$ cat config.mk
export PLATFORM = sky130hd
export DESIGN_NAME = mem_access_unit
export DESIGN_NICKNAME = d
export VERILOG_FILES = /design/src/rtl/mem_access_unit.sv
export SDC_FILE = /design/constraint.sdc
export NUM_CORES = 1
export LEC_CHECK = 0
export ABC_AREA = 1
export CAP_MARGIN = 20
export CORE_MARGIN = 2
export CORE_UTILIZATION = 45
export CTS_BUF_LIST = sky130_fd_sc_hd__clkbuf_2 sky130_fd_sc_hd__clkbuf_4 sky130_fd_sc_hd__clkbuf_8
export CTS_CLUSTER_DIAMETER = 40
export CTS_CLUSTER_SIZE = 14
export DETAILED_ROUTE_END_ITERATION = 8
export PLACE_DENSITY = 0.79
export SETUP_SLACK_MARGIN = 0.1
export SYNTH_ARGS = -nofsm -noshare
export SYNTH_HDL_FRONTEND = slang
export SYNTH_SLANG_ARGS = --single-unit
$ cat constraint.sdc
create_clock -name clk -period 2 [get_ports clk]
set_input_delay 0.4 -clock clk [delete_from_list [all_inputs] [get_ports clk]]
set_output_delay 0.4 -clock clk [all_outputs]
set_load 0.03 [all_outputs]
$ cat src/rtl/mem_access_unit.sv
// rtl/mem_access_unit.sv - CPU load/store to word-bus master with RMW, load extension and timeout
module mem_access_unit #(
    parameter int unsigned TIMEOUT = 16
) (
    input  logic        clk,
    input  logic        reset,
    input  logic        req,
    input  logic        we,
    input  logic [1:0]  size,
    input  logic        sign_ext,
    input  logic [31:0] addr,
    input  logic [31:0] wdata,
    output logic [31:0] rdata,
    output logic        done,
    output logic        err,
    output logic        stall,
    output logic        bus_rreq,
    output logic        bus_wreq,
    output logic [31:0] bus_addr,
    output logic [31:0] bus_wdata,
    input  logic [31:0] bus_rdata,
    input  logic        bus_busy,
    input  logic        bus_ack
);

    typedef enum logic [1:0] {S_IDLE, S_RD, S_WR, S_RESP} state_t;

    localparam logic [7:0] TIMEOUT_CNT = 8'(TIMEOUT);

    state_t      state_q, state_d;
    logic        we_q, we_d;
    logic [1:0]  size_q, size_d;
    logic        sext_q, sext_d;
    logic [1:0]  addr_lo_q, addr_lo_d;
    logic [15:0] wdata_q, wdata_d;
    logic [7:0]  cnt_q, cnt_d;
    logic        bus_rreq_q, bus_rreq_d;
    logic        bus_wreq_q, bus_wreq_d;
    logic [31:0] bus_addr_q, bus_addr_d;
    logic [31:0] bus_wdata_q, bus_wdata_d;
    logic [31:0] rdata_q, rdata_d;
    logic        done_q, done_d;
    logic        err_q, err_d;

    logic        misaligned;
    logic        bus_done;
    logic [7:0]  cnt_inc;
    logic        timeout_hit;
    logic [7:0]  byte_lane;
    logic [15:0] half_lane;
    logic [31:0] load_ext;
    logic [31:0] merged;

    assign bus_done    = bus_ack & ~bus_busy;
    assign cnt_inc     = cnt_q + 8'd1;
    assign timeout_hit = ~bus_ack & (cnt_inc == TIMEOUT_CNT);

    // Alignment check on the incoming request; size 3 is never legal
    always_comb begin
        misaligned = 1'b0;
        case (size)
            2'd0:    misaligned = 1'b0;
            2'd1:    misaligned = addr[0];
            2'd2:    misaligned = (addr[1:0] != 2'b00);
            default: misaligned = 1'b1;
        endcase
    end

    // Pick the addressed lane out of the read word and extend it to 32 bits
    always_comb begin
        byte_lane = 8'h00;
        case (addr_lo_q)
            2'd0:    byte_lane = bus_rdata[7:0];
            2'd1:    byte_lane = bus_rdata[15:8];
            2'd2:    byte_lane = bus_rdata[23:16];
            default: byte_lane = bus_rdata[31:24];
        endcase
        half_lane = addr_lo_q[1] ? bus_rdata[31:16] : bus_rdata[15:0];
        load_ext  = bus_rdata;
        case (size_q)
            2'd0:    load_ext = {{24{sext_q & byte_lane[7]}}, byte_lane};
            2'd1:    load_ext = {{16{sext_q & half_lane[15]}}, half_lane};
            default: load_ext = bus_rdata;
        endcase
    end

    // Read-modify-write merge: replace only the addressed lane of the read word
    always_comb begin
        merged = bus_rdata;
        if (size_q == 2'd0) begin
            case (addr_lo_q)
                2'd0:    merged[7:0]   = wdata_q[7:0];
                2'd1:    merged[15:8]  = wdata_q[7:0];
                2'd2:    merged[23:16] = wdata_q[7:0];
                default: merged[31:24] = wdata_q[7:0];
            endcase
        end else if (size_q == 2'd1) begin
            if (addr_lo_q[1]) begin
                merged[31:16] = wdata_q;
            end else begin
                merged[15:0] = wdata_q;
            end
        end
    end

    // Next-state and registered-output logic for the access FSM
    always_comb begin
        state_d     = state_q;
        we_d        = we_q;
        size_d      = size_q;
        sext_d      = sext_q;
        addr_lo_d   = addr_lo_q;
        wdata_d     = wdata_q;
        cnt_d       = cnt_q;
        bus_rreq_d  = bus_rreq_q;
        bus_wreq_d  = bus_wreq_q;
        bus_addr_d  = bus_addr_q;
        bus_wdata_d = bus_wdata_q;
        rdata_d     = rdata_q;
        done_d      = 1'b0;
        err_d       = 1'b0;

        case (state_q)
            S_IDLE: begin
                if (req) begin
                    we_d       = we;
                    size_d     = size;
                    sext_d     = sign_ext;
                    addr_lo_d  = addr[1:0];
                    wdata_d    = wdata[15:0];
                    bus_addr_d = {addr[31:2], 2'b00};
                    cnt_d      = 8'd0;
                    if (misaligned) begin
                        state_d = S_RESP;
                        done_d  = 1'b1;
                        err_d   = 1'b1;
                        rdata_d = 32'd0;
                    end else if (we && (size == 2'd2)) begin
                        state_d     = S_WR;
                        bus_wreq_d  = 1'b1;
                        bus_wdata_d = wdata;
                    end else begin
                        state_d    = S_RD;
                        bus_rreq_d = 1'b1;
                    end
                end
            end
            S_RD: begin
                if (bus_done) begin
                    bus_rreq_d = 1'b0;
                    if (we_q) begin
                        state_d     = S_WR;
                        bus_wreq_d  = 1'b1;
                        bus_wdata_d = merged;
                        cnt_d       = 8'd0;
                    end else begin
                        state_d = S_RESP;
                        done_d  = 1'b1;
                        rdata_d = load_ext;
                    end
                end else if (timeout_hit) begin
                    bus_rreq_d = 1'b0;
                    state_d    = S_RESP;
                    done_d     = 1'b1;
                    err_d      = 1'b1;
                    rdata_d    = 32'd0;
                end else begin
                    cnt_d = bus_ack ? 8'd0 : cnt_inc;
                end
            end
            S_WR: begin
                if (bus_done) begin
                    bus_wreq_d = 1'b0;
                    state_d    = S_RESP;
                    done_d     = 1'b1;
                    rdata_d    = 32'd0;
                end else if (timeout_hit) begin
                    bus_wreq_d = 1'b0;
                    state_d    = S_RESP;
                    done_d     = 1'b1;
                    err_d      = 1'b1;
                    rdata_d    = 32'd0;
                end else begin
                    cnt_d = bus_ack ? 8'd0 : cnt_inc;
                end
            end
            default: begin
                state_d = S_IDLE;
            end
        endcase
    end

    // State and output registers with synchronous reset
    always_ff @(posedge clk) begin
        if (reset) begin
            state_q     <= S_IDLE;
            we_q        <= 1'b0;
            size_q      <= 2'd0;
            sext_q      <= 1'b0;
            addr_lo_q   <= 2'd0;
            wdata_q     <= 16'd0;
            cnt_q       <= 8'd0;
            bus_rreq_q  <= 1'b0;
            bus_wreq_q  <= 1'b0;
            bus_addr_q  <= 32'd0;
            bus_wdata_q <= 32'd0;
            rdata_q     <= 32'd0;
            done_q      <= 1'b0;
            err_q       <= 1'b0;
        end else begin
            state_q     <= state_d;
            we_q        <= we_d;
            size_q      <= size_d;
            sext_q      <= sext_d;
            addr_lo_q   <= addr_lo_d;
            wdata_q     <= wdata_d;
            cnt_q       <= cnt_d;
            bus_rreq_q  <= bus_rreq_d;
            bus_wreq_q  <= bus_wreq_d;
            bus_addr_q  <= bus_addr_d;
            bus_wdata_q <= bus_wdata_d;
            rdata_q     <= rdata_d;
            done_q      <= done_d;
            err_q       <= err_d;
        end
    end

    assign rdata     = rdata_q;
    assign done      = done_q;
    assign err       = err_q;
    assign stall     = req & ~done_q;
    assign bus_rreq  = bus_rreq_q;
    assign bus_wreq  = bus_wreq_q;
    assign bus_addr  = bus_addr_q;
    assign bus_wdata = bus_wdata_q;

endmodule

==> flow_metrics.tcl <==
set metrics [dict create \
    status "complete, no violations" \
    start_util 0.4579 \
    synthTopCellsByArea "dfxtp_1 39%, o21ai_0 8.5%, nand2_1 8.4%, a21oi_1 7.5%, nor2_1 6.9%" \
    critical_path_arrival_ps 2280 \
    clk_pin_slew_worst_paths_ps 80 \
    cts_root_buf "clkbuf_8" \
    clock_latency_ps 450 \
    critical_path_required_ps 2370 \
    core_um2 14480 \
    holdBufCountCts 0 \
    die_w_um 125.4 \
    h-tree-depth 4 \
    synth_warnings 0 \
    ys.flop_type "dfxtp_1" \
    ys_ff_latch 130 \
    path_buf_inv 2 \
    drt_iter0_markers 826 \
    synth_area_um2 6630 \
    via_per_inst 5.530 \
    cts_tree "done" \
    syn_inst 941 \
    grt_pass1_wl_um 33970 \
    antenna_left 0 \
    ys_seq_area_frac 0.3925 \
    slowest_delay_ps 540 \
    peakVddDrop_uv 672.7 \
    power_mw 12.95 \
    yosysMostFrequentCell "nand2_1" \
    async_flop_share 0 \
    gp_congestion 0.9344 \
    antenna_found_initial 0 \
    first_pass_iters 5 \
    wl_um 22650 \
    relSlewSlack 0.4223 \
    synth_common_cells "149 x nand2_1, 130 x dfxtp_1, 122 x nor2_1" \
    hold_path_class "reg2reg" \
    path_cells "clkdlybuf4s50_1 -> inv_1 -> nand2_1 -> nand2_1 -> nand2_1 -> nand4_1 -> a21oi_4 -> nand2_8 -> nand2_4 -> nand2_1 -> a21oi_1" \
    post-route-period-util 0.9550 \
    drc 0 \
    rsz0062_at_grt "true" \
    crit_path_top_delay_cell "clkdlybuf4s50_1" \
    fin_setup_tns_ps 0 \
    drv_cap 0 \
    vias 7587 \
    area_delta_synth_final_pct 50.86 \
    crit_top_cell "nand2_1" \
    first_global_vias 6874 \
    die_area_um2 15720 \
    syn_area_per_cell_um2 7.046 \
    wl_per_cell_um 16.51 \
    cts_made_buffers 17 \
    clock_skew_ps 11.00 \
    dp_hpwl_um 15840 \
    p_per_area_nw_per_um2 1295 \
    cp_top_family "simple AND/OR/NAND/NOR gates" \
    finalMaxSlewViolations 0 \
    synth_edf_count 0 \
    drive_gt1_frac 0.1481 \
    synth_top_area_frac 0.3925 \
    nFillCells 1205 \
    leakage_nw 4.831 \
    worst_pin_slew_ps 866.6 \
    cts_sinks 130 \
    path_depth 11 \
    grt-ovfl-total 0 \
    diodes 0 \
    grtUsageTotal 0.2675 \
    r2r_cells 9 \
    synth_top_area_cell "dfxtp_1" \
    hold_violations 0 \
    nets 1287 \
    fmax_mhz 523.6 \
    rows 44 \
    min_path_cells 2 \
    clockBufferDepth 2 \
    pin_count 206 \
    worstSetupPathType "in2reg" \
    finalSetupViolCount 0 \
    path_max_fanout 8 \
    port_buffers 203 \
    crit_path_end_kind "flop" \
    cp-start-kind "input pin" \
    fin_crit_ps 1910 \
    yosysUniqueCellTypes 40 \
    die_h_um 125.4 \
    grt_max_degree 77 \
]
## final cells by class
class | instances | area [um2] | share of cell area
Inverter | 71 | 274.0 | 0.02740
Tap cell | 184 | 230.2 | 0.02302
Multi-Input combinational cell | 677 | 3651 | 0.3650
Clock buffer | 21 | 276.5 | 0.02765
Sequential cell | 130 | 2608 | 0.2607
Clock inverter | 11 | 131.4 | 0.01313
Timing Repair Buffer | 278 | 2831 | 0.2831
## cells in the final DEF, fill, tap and decap left out, types with 6 or more instances in the layout
master / instances
a21oi_1: 93
nand3_1: 47
inv_1: 56
nor2_1: 117
clkdlybuf4s50_1: 123
o21ai_0: 112
o21ai_1: 8
o22ai_1: 8
buf_12: 7
dlymetal6s2s_1: 58
dfxtp_1: 126
buf_4: 63
o211ai_1: 36
o2111ai_1: 7
clkbuf_8: 19
nand2_2: 8
a22oi_1: 7
inv_2: 12
a21oi_2: 6
a211oi_1: 25
dlygate4sd2_1: 20
nor2_2: 7
nand2_1: 145
## metal layers
layer  track usage  vias to the layer above  wire length (um)
met4        0.1157                        0               907
met2        0.4543                      375             10870
li1              -                     3703                 -
met1        0.3175                     3439              8832
met5             0                        -                 0
met3       0.07403                       70              2042
## final timing paths
path	from	endpoint	slack, ps
max reg2reg	state_q[0]	rdata[8]	90
min reg2reg	rdata[30]	rdata[30]	460
min	rdata[30]	rdata[30]	460
max	size[0]	rdata[8]	90
## cells by family (layout without fill, tap and decap cells)
family,after synthesis,in the layout,synth area share
AOI/OAI and AO/OA,319,319,0.2816
adders and majority gates,7,7,0.01321
buffers and inverters,138,381,0.09021
DFF,130,130,0.3925
other,1,2,0.0005656
and+or+nand+nor,346,349,0.2219
## report_power, final
part,switching [mW],total [mW],internal (mW)
Sequential,0.415,3.63,3.22
Clock,1.08,2.29,1.21
Combinational,4.28,7.04,2.76
Total,5.77,13.0,7.18
## sequential cells by signal, indices dropped and copies added (netlist names), 2 cells and up
name,count
bus_wdata,32
size_q,2
addr_lo_q,2
bus_addr,30
rdata,32
cnt_q,8
state_q,2
wdata_q,16
## metrics by stage
stage               cells    util  area (um2)  setup WS, ps  hold slack (ps)
finish               1372  0.6908       10000         90.05            462.4
global route         1372  0.6908       10000         17.35            482.6
CTS                  1364  0.6615        9578         89.50            462.5
detailed placement   1329  0.6326        9159        -272.1            451.0
global placement     1329  0.6326        9159        -199.6            448.4
floorplan             942       -        6634         162.2            449.5
## worst reg2reg max path, delay by kind of cell (launching register included)
| family | cells | cell delay (ps) |
|---|---|---|
| flops | 1 | 340 |
| simple gates | 5 | 730 |
| fa+ha+maj | 1 | 220 |
| compound gates | 2 | 420 |
| buf+inv | 1 | 130 |
## what timing repair did
action                     4_1_cts  5_1_grt
setup endpoints to repair       55      133
pin swaps                        1       15
gates resized for setup         23      108
buffers inserted                 3        4
gates cloned                     0        4
(Power assumes the default switching activity.)
